==> config.mk <==
export PLATFORM = sky130hd
export DESIGN_NAME = mod_scheduler
export DESIGN_NICKNAME = d
export VERILOG_FILES = /design/src/rtl/mod_scheduler.sv
export SDC_FILE = /design/constraint.sdc
export NUM_CORES = 1
export LEC_CHECK = 0
export BUFFER_PORTS_ARGS = -buffer_cell sky130_fd_sc_hd__buf_4
export CORE_ASPECT_RATIO = 1.4
export CORE_MARGIN = 3
export CORE_UTILIZATION = 31
export DETAILED_ROUTE_END_ITERATION = 16
export PLACE_DENSITY = 0.52
export SYNTH_ARGS = -nofsm -noshare
export SYNTH_HDL_FRONTEND = slang
export SYNTH_SLANG_ARGS = --single-unit
==> constraint.sdc <==
create_clock -name clk -period 9.77 [get_ports clk]
set_input_delay 2.931 -clock clk [delete_from_list [all_inputs] [get_ports clk]]
set_output_delay 2.931 -clock clk [all_outputs]
set_load 0.05 [all_outputs]
==> src/rtl/mod_scheduler.sv <==
// Two-requester round-robin front end for one bit-serial restoring remainder unit.
// Optional build macro MOD_SCHED_DZ_BYPASS_EN: zero divisors skip the iterations and flag rsp_dz.
module mod_scheduler #(
  parameter int DATAWIDTH = 32
) (
  input  logic                   clk,
  input  logic                   rst,
  input  logic [1:0]             req_valid,
  output logic [1:0]             req_ready,
  input  logic [2*DATAWIDTH-1:0] req_a,
  input  logic [2*DATAWIDTH-1:0] req_b,
  output logic                   rsp_valid,
  input  logic                   rsp_ready,
  output logic                   rsp_id,
  output logic [DATAWIDTH-1:0]   rsp_rem,
  output logic                   rsp_dz
);

  localparam int CW = $clog2(DATAWIDTH);

  typedef enum logic [1:0] {S_IDLE, S_BUSY, S_DONE} state_t;

  state_t               r_state;
  logic                 r_last_id;
  logic                 r_id;
  logic [DATAWIDTH-1:0] r_a;
  logic [DATAWIDTH-1:0] r_b;
  logic [DATAWIDTH-1:0] r_rem;
  logic [CW-1:0]        r_cnt;

  logic [1:0]           w_grant;
  logic                 w_acc;
  logic                 w_acc_id;
  logic [DATAWIDTH-1:0] w_sel_a;
  logic [DATAWIDTH-1:0] w_sel_b;
  logic [DATAWIDTH:0]   w_t;
  logic                 w_ge;
  logic [DATAWIDTH-1:0] w_diff;

  // On a tie the requester that was not served last wins.
  always_comb begin
    w_grant = req_valid;
    if (&req_valid) w_grant = r_last_id ? 2'b01 : 2'b10;
  end

  assign req_ready = (r_state == S_IDLE) ? w_grant : 2'b00;
  assign w_acc     = |req_ready;
  assign w_acc_id  = req_ready[1];
  assign w_sel_a   = w_acc_id ? req_a[DATAWIDTH +: DATAWIDTH] : req_a[0 +: DATAWIDTH];
  assign w_sel_b   = w_acc_id ? req_b[DATAWIDTH +: DATAWIDTH] : req_b[0 +: DATAWIDTH];

  // The partial remainder is always < b, so the subtraction result and the
  // pass-through value both fit in DATAWIDTH bits; only the compare needs the carry bit.
  assign w_t    = {r_rem, r_a[r_cnt]};
  assign w_ge   = (w_t >= {1'b0, r_b});
  assign w_diff = w_t[DATAWIDTH-1:0] - r_b;

`ifdef MOD_SCHED_DZ_BYPASS_EN
  logic r_dz;
`endif

  always_ff @(posedge clk) begin
    if (rst) begin
      r_state   <= S_IDLE;
      r_last_id <= 1'b1;
      r_id      <= 1'b0;
      r_a       <= '0;
      r_b       <= '0;
      r_rem     <= '0;
      r_cnt     <= '0;
`ifdef MOD_SCHED_DZ_BYPASS_EN
      r_dz      <= 1'b0;
`endif
    end else begin
      case (r_state)
        S_IDLE: begin
          if (w_acc) begin
            r_a       <= w_sel_a;
            r_b       <= w_sel_b;
            r_id      <= w_acc_id;
            r_last_id <= w_acc_id;
            r_rem     <= '0;
            r_cnt     <= CW'(DATAWIDTH - 1);
            r_state   <= S_BUSY;
`ifdef MOD_SCHED_DZ_BYPASS_EN
            r_dz      <= 1'b0;
            if (w_sel_b == '0) begin
              r_rem   <= w_sel_a;
              r_dz    <= 1'b1;
              r_state <= S_DONE;
            end
`endif
          end
        end
        S_BUSY: begin
          r_rem <= w_ge ? w_diff : w_t[DATAWIDTH-1:0];
          r_cnt <= r_cnt - 1'b1;
          if (r_cnt == '0) r_state <= S_DONE;
        end
        S_DONE: begin
          if (rsp_ready) r_state <= S_IDLE;
        end
        default: r_state <= S_IDLE;
      endcase
    end
  end

  assign rsp_valid = (r_state == S_DONE);
  assign rsp_id    = r_id;
  assign rsp_rem   = r_rem;
`ifdef MOD_SCHED_DZ_BYPASS_EN
  assign rsp_dz    = r_dz;
`else
  assign rsp_dz    = 1'b0;
`endif

endmodule

==> results of run 1 <==
[worst max path at each step]
| stage | from | endpoint |
|---|---|---|
| 2_1_floorplan | req_valid[0] | req_ready[0] |
| 3_3_place_gp | req_valid[1] | req_ready[1] |
| 3_5_place_dp | req_valid[0] | req_ready[0] |
| 4_1_cts | req_valid[1] | req_ready[1] |
| 5_1_grt | req_valid[0] | req_ready[0] |
| 6_report | req_valid[0] | req_ready[0] |
[flip-flops by register name (all words and copies together) (netlist names)]
signal,flops
r_a,32
r_state,2
rsp_id,1
r_last_id,1
r_b,32
rsp_rem,32
r_cnt,5
[layer usage]
layer  track usage, %  routed length (µm)  part of all wire (%)
met3             4.26                1280                   6.4
met4             5.01                 286                   1.4
met2             34.1               10400                    52
met1             20.8                7880                    40
met5                0                   0                     0
[logic make-up (layout without fill, tap and decap cells)]
group	count (synthesis)	after routing	synth area share (%)
simple gates	187	187	13.6
other cells	1	1	0.0617
mux	24	24	6.01
compound gates	218	218	27.8
xor+xnor	30	30	4.33
buf+inv	88	229	6.01
flops	105	105	34.6
fa+ha+maj	36	36	7.54
[stage by stage]
stage / utilization (%) / total power [µW]
floorplan: - / 2280
global placement: 39.7 / 2710
detailed placement: 39.7 / 2730
CTS: 41.5 / 3160
global route: 41.5 / 3390
finish: 41.5 / 3130
[Yosys cell counts, drive strengths merged, types with 4 or more instances]
library cell / instances
a211o: 4
nor3b: 4
inv: 40
a21oi: 34
a222oi: 64
xnor2: 14
mux2i: 14
nand3: 10
ha: 35
a21o: 20
nor2b: 5
o21ai: 47
xor2: 16
a31oi: 4
and3: 7
clkbuf: 36
nand2b: 5
o211ai: 4
nor2: 87
a211oi: 5
buf: 12
a32oi: 10
nand4: 6
dfxtp: 105
mux4: 10
nand2: 53
[area by class of cell]
type	instances	area (µm²)	share of cell area, %
clock inverters	6	96.3	1.23
well taps	244	305	3.90
inverters	40	150	1.92
multi-input cells	496	3640	46.5
clock buffers	10	239	3.05
flip-flops and latches	105	2100	26.8
repair buffers	173	1300	16.6
[power groups by stage]
stage,sequential (µW),combinational [µW],clock (µW)
6_report,614,2100,412
5_1_grt,631,2320,439
4_1_cts,615,2120,424
3_5_place_dp,625,2110,0
3_3_place_gp,623,2090,0
2_1_floorplan,775,1500,0
[worst min-delay path: cells and delay by family, from the launching register on]
kind	cells	cell delay, ns
and+or+nand+nor	1	0.06
DFF	1	0.34
AOI/OAI and AO/OA	1	0.05
==> metrics.txt, run 1 <==
# TYPE chip_impl_metric gauge
chip_impl_metric{name="placement_rows",unit=""} 59
chip_impl_metric{name="final-instance-count-excl-fill",unit=""} 1074
chip_impl_metric{name="cp_num_cells",unit=""} 5
chip_impl_metric{name="ctsHoldBuffers",unit=""} 0
chip_impl_metric{name="fin_tns_setup",unit="ns"} 0
chip_impl_info{name="netlist_top_cells_area",value="sky130_fd_sc_hd__dfxtp_1 35%, sky130_fd_sc_hd__a222oi_1 11%, sky130_fd_sc_hd__ha_1 7.2%, sky130_fd_sc_hd__nor2_1 5.4%, sky130_fd_sc_hd__mux4_2 3.7%"} 1
chip_impl_metric{name="static_leakage",unit="µW"} 0.00342
chip_impl_metric{name="share_seq_of_total_power",unit="%"} 19.6
chip_impl_metric{name="grt_max_degree",unit=""} 77
chip_impl_info{name="top_family_by_delay_on_critical_path",value="buffers and inverters"} 1
chip_impl_metric{name="layout_setup_ws",unit="ns"} 2.68
chip_impl_info{name="tritoncts_clock_tree",value="yes"} 1
chip_impl_metric{name="placed_cells",unit=""} 1058
chip_impl_metric{name="route.final.wire_length",unit="mm"} 19.8
chip_impl_metric{name="fin_nets",unit=""} 994
chip_impl_metric{name="dpl_worst_slack",unit="ns"} 2.69
chip_impl_metric{name="vias_per_cell",unit=""} 5.55
chip_impl_metric{name="pwr_density_cell",unit="mW/mm²"} 399
chip_impl_info{name="timing.hold.worst.start",value="rsp_rem[4]"} 1
chip_impl_metric{name="comb_power_share",unit="%"} 67.2
chip_impl_metric{name="holdWs",unit="ns"} 0.486
chip_impl_info{name="cell_taking_the_most_area_after_synthesis",value="sky130_fd_sc_hd__dfxtp_1"} 1
chip_impl_metric{name="filler_cell_count",unit=""} 1969
chip_impl_metric{name="die_w",unit="µm"} 124
chip_impl_metric{name="core_ar",unit="mm²"} 0.0189
chip_impl_metric{name="synth-edff-count",unit=""} 0
chip_impl_metric{name="syn_nets",unit=""} 858
chip_impl_metric{name="timing.final.setup_violations",unit=""} 0
chip_impl_metric{name="count_of_pins_over_their_slew_limit",unit=""} 0
chip_impl_metric{name="synth_to_final_area_change",unit="%"} 29.0
chip_impl_info{name="unrepaired_setup_endpoints_after_global_routing",value="false"} 1
chip_impl_metric{name="initial_antenna_violation_count",unit=""} 0
chip_impl_metric{name="finClkSkew",unit="ns"} 0.00620
chip_impl_metric{name="maximum_count_of_clock_buffers_along_a_single_path",unit=""} 2
chip_impl_metric{name="finalWeightedCongestion",unit=""} 0.873
chip_impl_metric{name="critPathRequiredTime",unit="ns"} 6.84
chip_impl_metric{name="timing.reg2reg.worst_path_depth",unit=""} 13
chip_impl_metric{name="path_buf_inv",unit=""} 3
chip_impl_metric{name="first_global_vias",unit=""} 6066
chip_impl_metric{name="ys_seq_area_share",unit="%"} 34.6
chip_impl_metric{name="reg2reg_setup_slack",unit="ns"} 4.62
chip_impl_info{name="critical-path-slowest-cell",value="sky130_fd_sc_hd__buf_4"} 1
chip_impl_metric{name="sum_of_net_half_perimeters_after_detailed_placement",unit="mm"} 14.8
chip_impl_metric{name="vdd_drop_max",unit="mV"} 0.228
chip_impl_metric{name="area_of_all_placed_cells_without_fillers",unit="mm²"} 0.00784
chip_impl_metric{name="initial_utilization",unit="%"} 32.1
chip_impl_metric{name="ffs_latches_synth",unit=""} 105
chip_impl_info{name="cts_root_buf",value="sky130_fd_sc_hd__clkbuf_16"} 1
chip_impl_info{name="whs_endpoint",value="rsp_rem[4]"} 1
chip_impl_info{name="critical_path.reg2reg.startpoint",value="r_cnt[0]"} 1
chip_impl_info{name="leading_cell_type_in_the_layout_fill_and_taps_excluded",value="sky130_fd_sc_hd__buf_4"} 1
chip_impl_metric{name="io_pins",unit=""} 170
chip_impl_metric{name="first_iter_violations",unit=""} 472
chip_impl_metric{name="floorplan.die_area",unit="mm²"} 0.0213
chip_impl_metric{name="synthDistinctLibCells",unit=""} 64
chip_impl_metric{name="yosys_top_cell_area_share",unit="%"} 34.6
chip_impl_metric{name="critical_path.max_stage_delay",unit="ns"} 0.54
chip_impl_metric{name="global_route.overflow_total",unit=""} 0
chip_impl_metric{name="post_synth_inst_count",unit=""} 689
chip_impl_metric{name="internal_power",unit="µW"} 1610
chip_impl_info{name="outcome",value="finished, final reports clean"} 1
chip_impl_metric{name="sw_frac_of_total",unit="%"} 48.5
chip_impl_metric{name="synth.cell_area",unit="mm²"} 0.00607
chip_impl_metric{name="cts.reportedPaths.clkPinSlew",unit="ns"} 0.07
chip_impl_metric{name="synthArstFlopShare",unit="%"} 0
chip_impl_metric{name="vias",unit=""} 5961
chip_impl_info{name="layout.cells.most_common_list",value="173 x sky130_fd_sc_hd__buf_4, 105 x sky130_fd_sc_hd__dfxtp_1, 86 x sky130_fd_sc_hd__nor2_1"} 1
chip_impl_metric{name="clock_power_share",unit="%"} 13.2
chip_impl_info{name="holdCritPathClass",value="reg -> reg"} 1
chip_impl_metric{name="drive_gt1_share",unit="%"} 26.3
chip_impl_metric{name="critical_path_arrival",unit="ns"} 4.16
chip_impl_info{name="crit_chain",value="buf_4, nand2_1, a21oi_4, buf_4, buf_4"} 1
chip_impl_metric{name="period_needed",unit="ns"} 7.09
chip_impl_info{name="cp_capture_type",value="output port"} 1
chip_impl_metric{name="wire_length_of_the_first_global_routing_pass",unit="mm"} 31.7
chip_impl_metric{name="syn_area_per_cell",unit="µm²"} 8.82
chip_impl_info{name="critical_path.reg2reg.endpoint",value="rsp_rem[29]"} 1
chip_impl_info{name="cpMostUsedCell",value="sky130_fd_sc_hd__buf_4"} 1
chip_impl_metric{name="fmax",unit="MHz"} 141
chip_impl_metric{name="yosysWarningCount",unit=""} 0
chip_impl_metric{name="fp.dieH",unit="µm"} 172
chip_impl_metric{name="route.detailed.drc",unit=""} 0
chip_impl_metric{name="drv.max_cap_violation_count",unit=""} 0
chip_impl_metric{name="cts_setup_buffers",unit=""} 0
chip_impl_metric{name="relSlewSlack",unit="%"} 36.3
chip_impl_metric{name="power.switching",unit="µW"} 1520
chip_impl_metric{name="hold_depth",unit=""} 2
chip_impl_metric{name="insertion_delay",unit="ns"} 0.35
chip_impl_metric{name="numClockSinks",unit=""} 105
chip_impl_metric{name="layout_worst_path_cycle_share",unit="%"} 72.6
chip_impl_metric{name="post_drt_wl_per_cell",unit="µm"} 18.4
chip_impl_metric{name="worst_pin_slew",unit="ns"} 0.956
chip_impl_metric{name="antenna_cells",unit=""} 0
chip_impl_metric{name="drt-pass1-iter-count",unit=""} 8
chip_impl_metric{name="quantity_of_gates_resized_following_cts",unit=""} 0
chip_impl_metric{name="ctsHtreeMaxLevel",unit=""} 3
chip_impl_info{name="setup.worst_path.class",value="in -> out"} 1
chip_impl_metric{name="cts_inserted_buffers",unit=""} 9
chip_impl_metric{name="global_route.usage.total",unit="%"} 18.2
chip_impl_metric{name="port_buffers",unit=""} 168
chip_impl_metric{name="dpl-instance-area",unit="mm²"} 0.00750
chip_impl_info{name="timing.critical_path.from_type",value="input pin"} 1
chip_impl_metric{name="antenna_violating_nets_post_route",unit=""} 0
chip_impl_info{name="ys.flop_type",value="sky130_fd_sc_hd__dfxtp_1"} 1
chip_impl_metric{name="final_hold_viol_count",unit=""} 0
chip_impl_metric{name="worst-path-max-fanout",unit=""} 66
(Power assumes the default switching activity.)
==> run 2, diff against run 1 <==
--- a/config.mk
+++ b/config.mk
@@ -10,7 +10,7 @@
 export CORE_MARGIN = 3
 export CORE_UTILIZATION = 31
 export DETAILED_ROUTE_END_ITERATION = 16
-export PLACE_DENSITY = 0.52
+export PLACE_DENSITY = 0.54
 export SYNTH_ARGS = -nofsm -noshare
 export SYNTH_HDL_FRONTEND = slang
 export SYNTH_SLANG_ARGS = --single-unit
==> constraint.sdc (replaced) <==
create_clock -name clk -period 5.9 [get_ports clk]
set_input_delay 1.77 -clock clk [delete_from_list [all_inputs] [get_ports clk]]
set_output_delay 1.77 -clock clk [all_outputs]
set_load 0.05 [all_outputs]
==> run 2 against run 1 <==
Net effect: wire length down 0.57%; non-clock buffer count unchanged; register-to-register slack worse by 3.4 ns; flip-flop and latch count unchanged; sequential share of layout area up 0.082 points; first-iteration DRC count up 15%; global-route usage down 0.25 points; utilization down 0.13 points; via count down 1.6%; hold slack worse by 0.0013 ns; design area down 0.30%; largest power group unchanged; highest routed layer unchanged.
==> metrics.txt, run 2 (synthesis gave the netlist of run 1 again) <==
# TYPE chip_impl_metric gauge
chip_impl_metric{name="count_of_pins_over_their_slew_limit",unit=""} 0
chip_impl_info{name="holdCritPathClass",value="reg -> reg"} 1
chip_impl_metric{name="fin_nets",unit=""} 994
chip_impl_metric{name="fmax",unit="MHz"} 214
chip_impl_info{name="tritoncts_clock_tree",value="yes"} 1
chip_impl_metric{name="post_drt_wl_per_cell",unit="µm"} 18.3
chip_impl_metric{name="route.final.wire_length",unit="mm"} 19.7
chip_impl_metric{name="quantity_of_gates_resized_following_cts",unit=""} 0
chip_impl_info{name="outcome",value="finished, final reports clean"} 1
chip_impl_metric{name="placement_rows",unit=""} 59
chip_impl_metric{name="initial_utilization",unit="%"} 32.1
chip_impl_info{name="leading_cell_type_in_the_layout_fill_and_taps_excluded",value="sky130_fd_sc_hd__buf_4"} 1
chip_impl_metric{name="global_route.usage.total",unit="%"} 18.0
chip_impl_info{name="cts_root_buf",value="sky130_fd_sc_hd__clkbuf_16"} 1
chip_impl_metric{name="static_leakage",unit="µW"} 0.00341
chip_impl_metric{name="holdWs",unit="ns"} 0.485
chip_impl_info{name="critical_path.reg2reg.startpoint",value="r_cnt[0]"} 1
chip_impl_metric{name="finClkSkew",unit="ns"} 0.00866
chip_impl_info{name="timing.critical_path.from_type",value="register"} 1
chip_impl_metric{name="drive_gt1_share",unit="%"} 26.3
chip_impl_metric{name="vdd_drop_max",unit="mV"} 0.279
chip_impl_metric{name="first_global_vias",unit=""} 5748
chip_impl_metric{name="insertion_delay",unit="ns"} 0.36
chip_impl_metric{name="critPathRequiredTime",unit="ns"} 6.17
chip_impl_metric{name="cts_inserted_buffers",unit=""} 9
chip_impl_metric{name="critical_path_arrival",unit="ns"} 4.94
chip_impl_info{name="unrepaired_setup_endpoints_after_global_routing",value="false"} 1
chip_impl_metric{name="io_pins",unit=""} 170
chip_impl_metric{name="period_needed",unit="ns"} 4.67
chip_impl_metric{name="route.detailed.drc",unit=""} 0
chip_impl_metric{name="antenna_cells",unit=""} 0
chip_impl_metric{name="synth_to_final_area_change",unit="%"} 28.6
chip_impl_metric{name="first_iter_violations",unit=""} 542
chip_impl_metric{name="pwr_density_cell",unit="mW/mm²"} 654
chip_impl_metric{name="timing.final.setup_violations",unit=""} 0
chip_impl_metric{name="initial_antenna_violation_count",unit=""} 0
chip_impl_metric{name="wire_length_of_the_first_global_routing_pass",unit="mm"} 31.1
chip_impl_metric{name="port_buffers",unit=""} 168
chip_impl_metric{name="die_w",unit="µm"} 124
chip_impl_metric{name="ctsHtreeMaxLevel",unit=""} 3
chip_impl_metric{name="finalWeightedCongestion",unit=""} 0.849
chip_impl_metric{name="critical_path.max_stage_delay",unit="ns"} 0.73
chip_impl_metric{name="worst-path-max-fanout",unit=""} 18
chip_impl_metric{name="drt-pass1-iter-count",unit=""} 9
chip_impl_metric{name="final_hold_viol_count",unit=""} 0
chip_impl_info{name="crit_start",value="r_cnt[0]"} 1
chip_impl_metric{name="antenna_violating_nets_post_route",unit=""} 0
chip_impl_metric{name="numClockSinks",unit=""} 105
chip_impl_metric{name="filler_cell_count",unit=""} 1977
chip_impl_metric{name="global_route.overflow_total",unit=""} 0
chip_impl_metric{name="worst_pin_slew",unit="ns"} 1.08
chip_impl_metric{name="core_ar",unit="mm²"} 0.0189
chip_impl_metric{name="relSlewSlack",unit="%"} 27.8
chip_impl_metric{name="drv.max_cap_violation_count",unit=""} 0
chip_impl_metric{name="vias_per_cell",unit=""} 5.46
chip_impl_metric{name="fin_tns_setup",unit="ns"} 0
chip_impl_info{name="timing.hold.worst.start",value="rsp_rem[6]"} 1
chip_impl_info{name="critical-path-slowest-cell",value="sky130_fd_sc_hd__dfxtp_1"} 1
chip_impl_metric{name="cts_setup_buffers",unit=""} 0
chip_impl_metric{name="ctsHoldBuffers",unit=""} 0
chip_impl_metric{name="layout_worst_path_cycle_share",unit="%"} 79.2
chip_impl_metric{name="cts.reportedPaths.clkPinSlew",unit="ns"} 0.08
chip_impl_metric{name="sum_of_net_half_perimeters_after_detailed_placement",unit="mm"} 14.6
chip_impl_metric{name="grt_max_degree",unit=""} 77
chip_impl_info{name="layout.cells.most_common_list",value="173 x sky130_fd_sc_hd__buf_4, 105 x sky130_fd_sc_hd__dfxtp_1, 86 x sky130_fd_sc_hd__nor2_1"} 1
chip_impl_metric{name="vias",unit=""} 5865
chip_impl_info{name="crit_chain",value="mux4_2, mux4_2, mux2i_1, ha_1, nor2b_1, o31ai_1, a211oi_1, o2111ai_1, o211ai_2, nand4_1, nand3_2, buf_4, nand2_1, o21ai_0, o21ai_0"} 1
chip_impl_metric{name="floorplan.die_area",unit="mm²"} 0.0213
chip_impl_metric{name="fp.dieH",unit="µm"} 172
chip_impl_info{name="cp_capture_type",value="register"} 1
chip_impl_info{name="setup.worst_path.class",value="reg -> reg"} 1
chip_impl_metric{name="maximum_count_of_clock_buffers_along_a_single_path",unit=""} 2
[run 2: cell types whose count changed in the layout (fill, tap and decap cells not counted), sizes merged]
cell,before,now
inv,42,46
bufinv,2,0
clkbuf,10,9
clkinvlp,1,0
[run 2: final timing paths]
path	slack, ns	endpoint	cells past startpoint
worst max-delay path	1.23	rsp_rem[19]	15
worst max register to register	1.23	rsp_rem[19]	15
worst min register to register	0.48	rsp_rem[6]	2
worst min-delay path	0.48	rsp_rem[6]	2
[run 2: power by group]
group          switching, µW  total (µW)  internal [µW]
Sequential               166        1020            855
Clock                    329         639            310
Combinational           2010        3450           1430
Total                   2510        5110           2600
[run 2: layout make-up]
| type | count | area, µm² | share of cell area, % |
|---|---|---|---|
| well taps | 244 | 305 | 3.91 |
| inverters | 40 | 150 | 1.92 |
| flip-flops and latches | 105 | 2100 | 26.9 |
| clock inverters | 7 | 86.3 | 1.11 |
| multi-input cells | 496 | 3640 | 46.6 |
| repair buffers | 173 | 1300 | 16.6 |
| clock buffers | 9 | 225 | 2.88 |
[run 2: layer usage]
| layer | track usage [%] | routed length [µm] |
|---|---|---|
| met1 | 21.3 | 7950 |
| met3 | 4.10 | 1180 |
| met4 | 5.15 | 262 |
| met2 | 32.7 | 10300 |
| met5 | 0 | 0 |
[run 2: per-stage QoR]
stage | utilization (%) | setup WS [ns] | instances | total power (µW) | instance area, µm²
2_1_floorplan | - | 1.50 | 689 | 3780 | 6070
3_3_place_gp | 39.7 | 1.29 | 1058 | 4510 | 7500
3_5_place_dp | 39.7 | 1.14 | 1058 | 4490 | 7500
4_1_cts | 41.3 | 1.14 | 1074 | 5150 | 7810
5_1_grt | 41.3 | 0.730 | 1074 | 5530 | 7810
6_report | 41.3 | 1.23 | 1074 | 5110 | 7810
[run 2: worst max-delay path: cells and delay by family, from the launching register on]
family                     cells  cell delay (ns)
buffers and inverters          1             0.37
DFF                            1             0.73
AOI/OAI and AO/OA              6             1.28
adders and majority gates      1             0.21
and+or+nand+nor                4             0.63
muxes                          3             1.35
==> run 3, diff against run 2 <==
--- a/config.mk
+++ b/config.mk
@@ -10,7 +10,7 @@
 export CORE_MARGIN = 3
 export CORE_UTILIZATION = 31
 export DETAILED_ROUTE_END_ITERATION = 16
-export PLACE_DENSITY = 0.54
+export PLACE_DENSITY = 0.52
 export SYNTH_ARGS = -nofsm -noshare
 export SYNTH_HDL_FRONTEND = slang
 export SYNTH_SLANG_ARGS = --single-unit
==> constraint.sdc (replaced) <==
create_clock -name clk -period 4.4 [get_ports clk]
set_input_delay 1.32 -clock clk [delete_from_list [all_inputs] [get_ports clk]]
set_output_delay 1.32 -clock clk [all_outputs]
set_load 0.05 [all_outputs]
==> run 3 against run 2 <==
Net effect: design area increased by 1.3%; register-to-register slack worse by 0.93 ns; total power up 39%.
==> metrics.txt, run 3 (synthesis gave the netlist of run 1 again) <==
# TYPE chip_impl_metric gauge
chip_impl_metric{name="io_pins",unit=""} 170
chip_impl_info{name="timing.hold.worst.start",value="rsp_rem[3]"} 1
chip_impl_metric{name="ctsHtreeMaxLevel",unit=""} 3
chip_impl_metric{name="antenna_violating_nets_post_route",unit=""} 0
chip_impl_info{name="tritoncts_clock_tree",value="yes"} 1
chip_impl_metric{name="global_route.usage.total",unit="%"} 17.9
chip_impl_metric{name="numClockSinks",unit=""} 105
chip_impl_metric{name="cts_inserted_buffers",unit=""} 9
chip_impl_metric{name="wire_length_of_the_first_global_routing_pass",unit="mm"} 31.4
chip_impl_metric{name="count_of_pins_over_their_slew_limit",unit=""} 0
chip_impl_info{name="setup.worst_path.class",value="reg -> reg"} 1
chip_impl_info{name="unrepaired_setup_endpoints_after_global_routing",value="false"} 1
chip_impl_metric{name="route.detailed.drc",unit=""} 0
chip_impl_metric{name="worst_pin_slew",unit="ns"} 0.928
chip_impl_metric{name="placement_rows",unit=""} 59
chip_impl_metric{name="holdWs",unit="ns"} 0.494
chip_impl_info{name="critical_path.reg2reg.startpoint",value="r_cnt[0]"} 1
chip_impl_metric{name="dpl_worst_slack",unit="ns"} 0.131
chip_impl_info{name="whs_endpoint",value="rsp_rem[3]"} 1
chip_impl_metric{name="timing.final.setup_violations",unit=""} 0
chip_impl_metric{name="fin_nets",unit=""} 1001
chip_impl_metric{name="period_needed",unit="ns"} 4.10
chip_impl_info{name="cp_capture_type",value="register"} 1
chip_impl_metric{name="relSlewSlack",unit="%"} 38.1
chip_impl_metric{name="fmax",unit="MHz"} 244
chip_impl_metric{name="final_hold_viol_count",unit=""} 0
chip_impl_metric{name="drv.max_cap_violation_count",unit=""} 0
chip_impl_metric{name="cts.reportedPaths.clkPinSlew",unit="ns"} 0.08
chip_impl_metric{name="layout_worst_path_cycle_share",unit="%"} 93.2
chip_impl_metric{name="filler_cell_count",unit=""} 1958
chip_impl_info{name="timing.critical_path.from_type",value="register"} 1
chip_impl_metric{name="hold_depth",unit=""} 2
chip_impl_metric{name="grt_max_degree",unit=""} 68
chip_impl_metric{name="quantity_of_gates_resized_following_cts",unit=""} 0
chip_impl_metric{name="route.final.wire_length",unit="mm"} 20.0
chip_impl_info{name="cts_root_buf",value="sky130_fd_sc_hd__clkbuf_16"} 1
chip_impl_metric{name="core_ar",unit="mm²"} 0.0189
chip_impl_metric{name="timing.reg2reg.worst_path_depth",unit=""} 16
chip_impl_info{name="critical_path.reg2reg.endpoint",value="rsp_rem[28]"} 1
chip_impl_metric{name="first_global_vias",unit=""} 6043
chip_impl_metric{name="fin_tns_setup",unit="ns"} 0
chip_impl_metric{name="initial_antenna_violation_count",unit=""} 0
chip_impl_metric{name="drt-pass1-iter-count",unit=""} 10
chip_impl_metric{name="pwr_density_cell",unit="mW/mm²"} 899
chip_impl_metric{name="global_route.overflow_total",unit=""} 0
chip_impl_metric{name="post_drt_wl_per_cell",unit="µm"} 18.5
chip_impl_info{name="outcome",value="finished, final reports clean"} 1
chip_impl_metric{name="static_leakage",unit="µW"} 0.00345
chip_impl_metric{name="ctsHoldBuffers",unit=""} 0
chip_impl_metric{name="floorplan.die_area",unit="mm²"} 0.0213
chip_impl_metric{name="finClkSkew",unit="ns"} 0.0102
chip_impl_metric{name="finalWeightedCongestion",unit=""} 0.887
chip_impl_metric{name="port_buffers",unit=""} 168
chip_impl_metric{name="maximum_count_of_clock_buffers_along_a_single_path",unit=""} 2
chip_impl_metric{name="antenna_cells",unit=""} 0
chip_impl_metric{name="vdd_drop_max",unit="mV"} 0.557
chip_impl_metric{name="die_w",unit="µm"} 124
chip_impl_metric{name="initial_utilization",unit="%"} 32.1
chip_impl_metric{name="critPathRequiredTime",unit="ns"} 4.65
chip_impl_metric{name="sum_of_net_half_perimeters_after_detailed_placement",unit="mm"} 15.1
chip_impl_metric{name="drive_gt1_share",unit="%"} 27.0
chip_impl_metric{name="worst-path-max-fanout",unit=""} 9
chip_impl_info{name="leading_cell_type_in_the_layout_fill_and_taps_excluded",value="sky130_fd_sc_hd__buf_4"} 1
chip_impl_metric{name="placed_cells",unit=""} 1065
chip_impl_metric{name="reg2reg_setup_slack",unit="ns"} 0.30
chip_impl_metric{name="cts_setup_buffers",unit=""} 0
chip_impl_metric{name="synth_to_final_area_change",unit="%"} 30.3
chip_impl_info{name="holdCritPathClass",value="reg -> reg"} 1
chip_impl_metric{name="first_iter_violations",unit=""} 502
chip_impl_metric{name="layout_setup_ws",unit="ns"} 0.297
chip_impl_metric{name="final-instance-count-excl-fill",unit=""} 1081
chip_impl_metric{name="critical_path_arrival",unit="ns"} 4.35
chip_impl_metric{name="fp.dieH",unit="µm"} 172
chip_impl_info{name="layout.cells.most_common_list",value="178 x sky130_fd_sc_hd__buf_4, 105 x sky130_fd_sc_hd__dfxtp_1, 86 x sky130_fd_sc_hd__nor2_1"} 1
chip_impl_metric{name="vias_per_cell",unit=""} 5.54
chip_impl_metric{name="vias",unit=""} 5991
chip_impl_metric{name="insertion_delay",unit="ns"} 0.36
run 3: worst max path at each step:
stage	startpoint	endpoint	slack, ns	depth (start not counted)
after floorplan	r_cnt[0]	rsp_rem[28]	0.37	16
after global placement	r_cnt[0]	rsp_rem[28]	0.27	16
after detailed placement	r_cnt[0]	rsp_rem[30]	0.13	16
after CTS	r_cnt[0]	rsp_rem[28]	0.10	16
after global routing	r_cnt[0]	rsp_rem[30]	0.04	16
final	r_cnt[0]	rsp_rem[28]	0.30	16
run 3: per-layer routing:
layer | vias to the layer above | GRT usage, % | routed length [µm]
met1 | 2850 | 20.9 | 8050
li1 | 2908 | - | -
met5 | - | 0 | 0
met2 | 218 | 33.1 | 10400
met3 | 15 | 4.19 | 1400
met4 | 0 | 4.67 | 208
run 3: stage by stage:
step	util, %	instance area [µm²]	power, µW
6_report	41.9	7920	7110
2_1_floorplan	-	6070	5060
5_1_grt	41.9	7920	7660
3_5_place_dp	40.0	7560	6220
4_1_cts	41.8	7890	7160
3_3_place_gp	40.0	7560	6200
run 3: cell type report:
| type | instances | area (µm²) | area share [%] |
|---|---|---|---|
| sequential | 105 | 2100 | 26.6 |
| inverter | 40 | 150 | 1.90 |
| multi-input combinational | 496 | 3660 | 46.3 |
| clock buffer | 10 | 229 | 2.89 |
| timing repair buffer | 180 | 1370 | 17.3 |
| clock inverter | 6 | 98.8 | 1.25 |
| tap | 244 | 305 | 3.86 |
run 3: critical path: stages, from the launching register on:
cell	delay (ns)
sky130_fd_sc_hd__dfxtp_1	0.32
sky130_fd_sc_hd__buf_6	0.16
sky130_fd_sc_hd__mux4_2	0.51
sky130_fd_sc_hd__mux4_2	0.52
sky130_fd_sc_hd__mux2i_4	0.20
sky130_fd_sc_hd__ha_1	0.20
sky130_fd_sc_hd__fa_1	0.23
sky130_fd_sc_hd__nor2b_1	0.09
sky130_fd_sc_hd__o2111ai_2	0.20
sky130_fd_sc_hd__a21oi_1	0.11
sky130_fd_sc_hd__or4_4	0.44
sky130_fd_sc_hd__a31o_4	0.29
sky130_fd_sc_hd__a31oi_4	0.25
sky130_fd_sc_hd__o21bai_2	0.09
sky130_fd_sc_hd__a21oi_2	0.15
sky130_fd_sc_hd__xor2_1	0.16
sky130_fd_sc_hd__o21ai_1	0.07
run 3: report_power, final:
group | internal, µW | switching, µW
registers | 1150 | 215
clock network | 509 | 393
logic | 2060 | 2790
total | 3720 | 3400
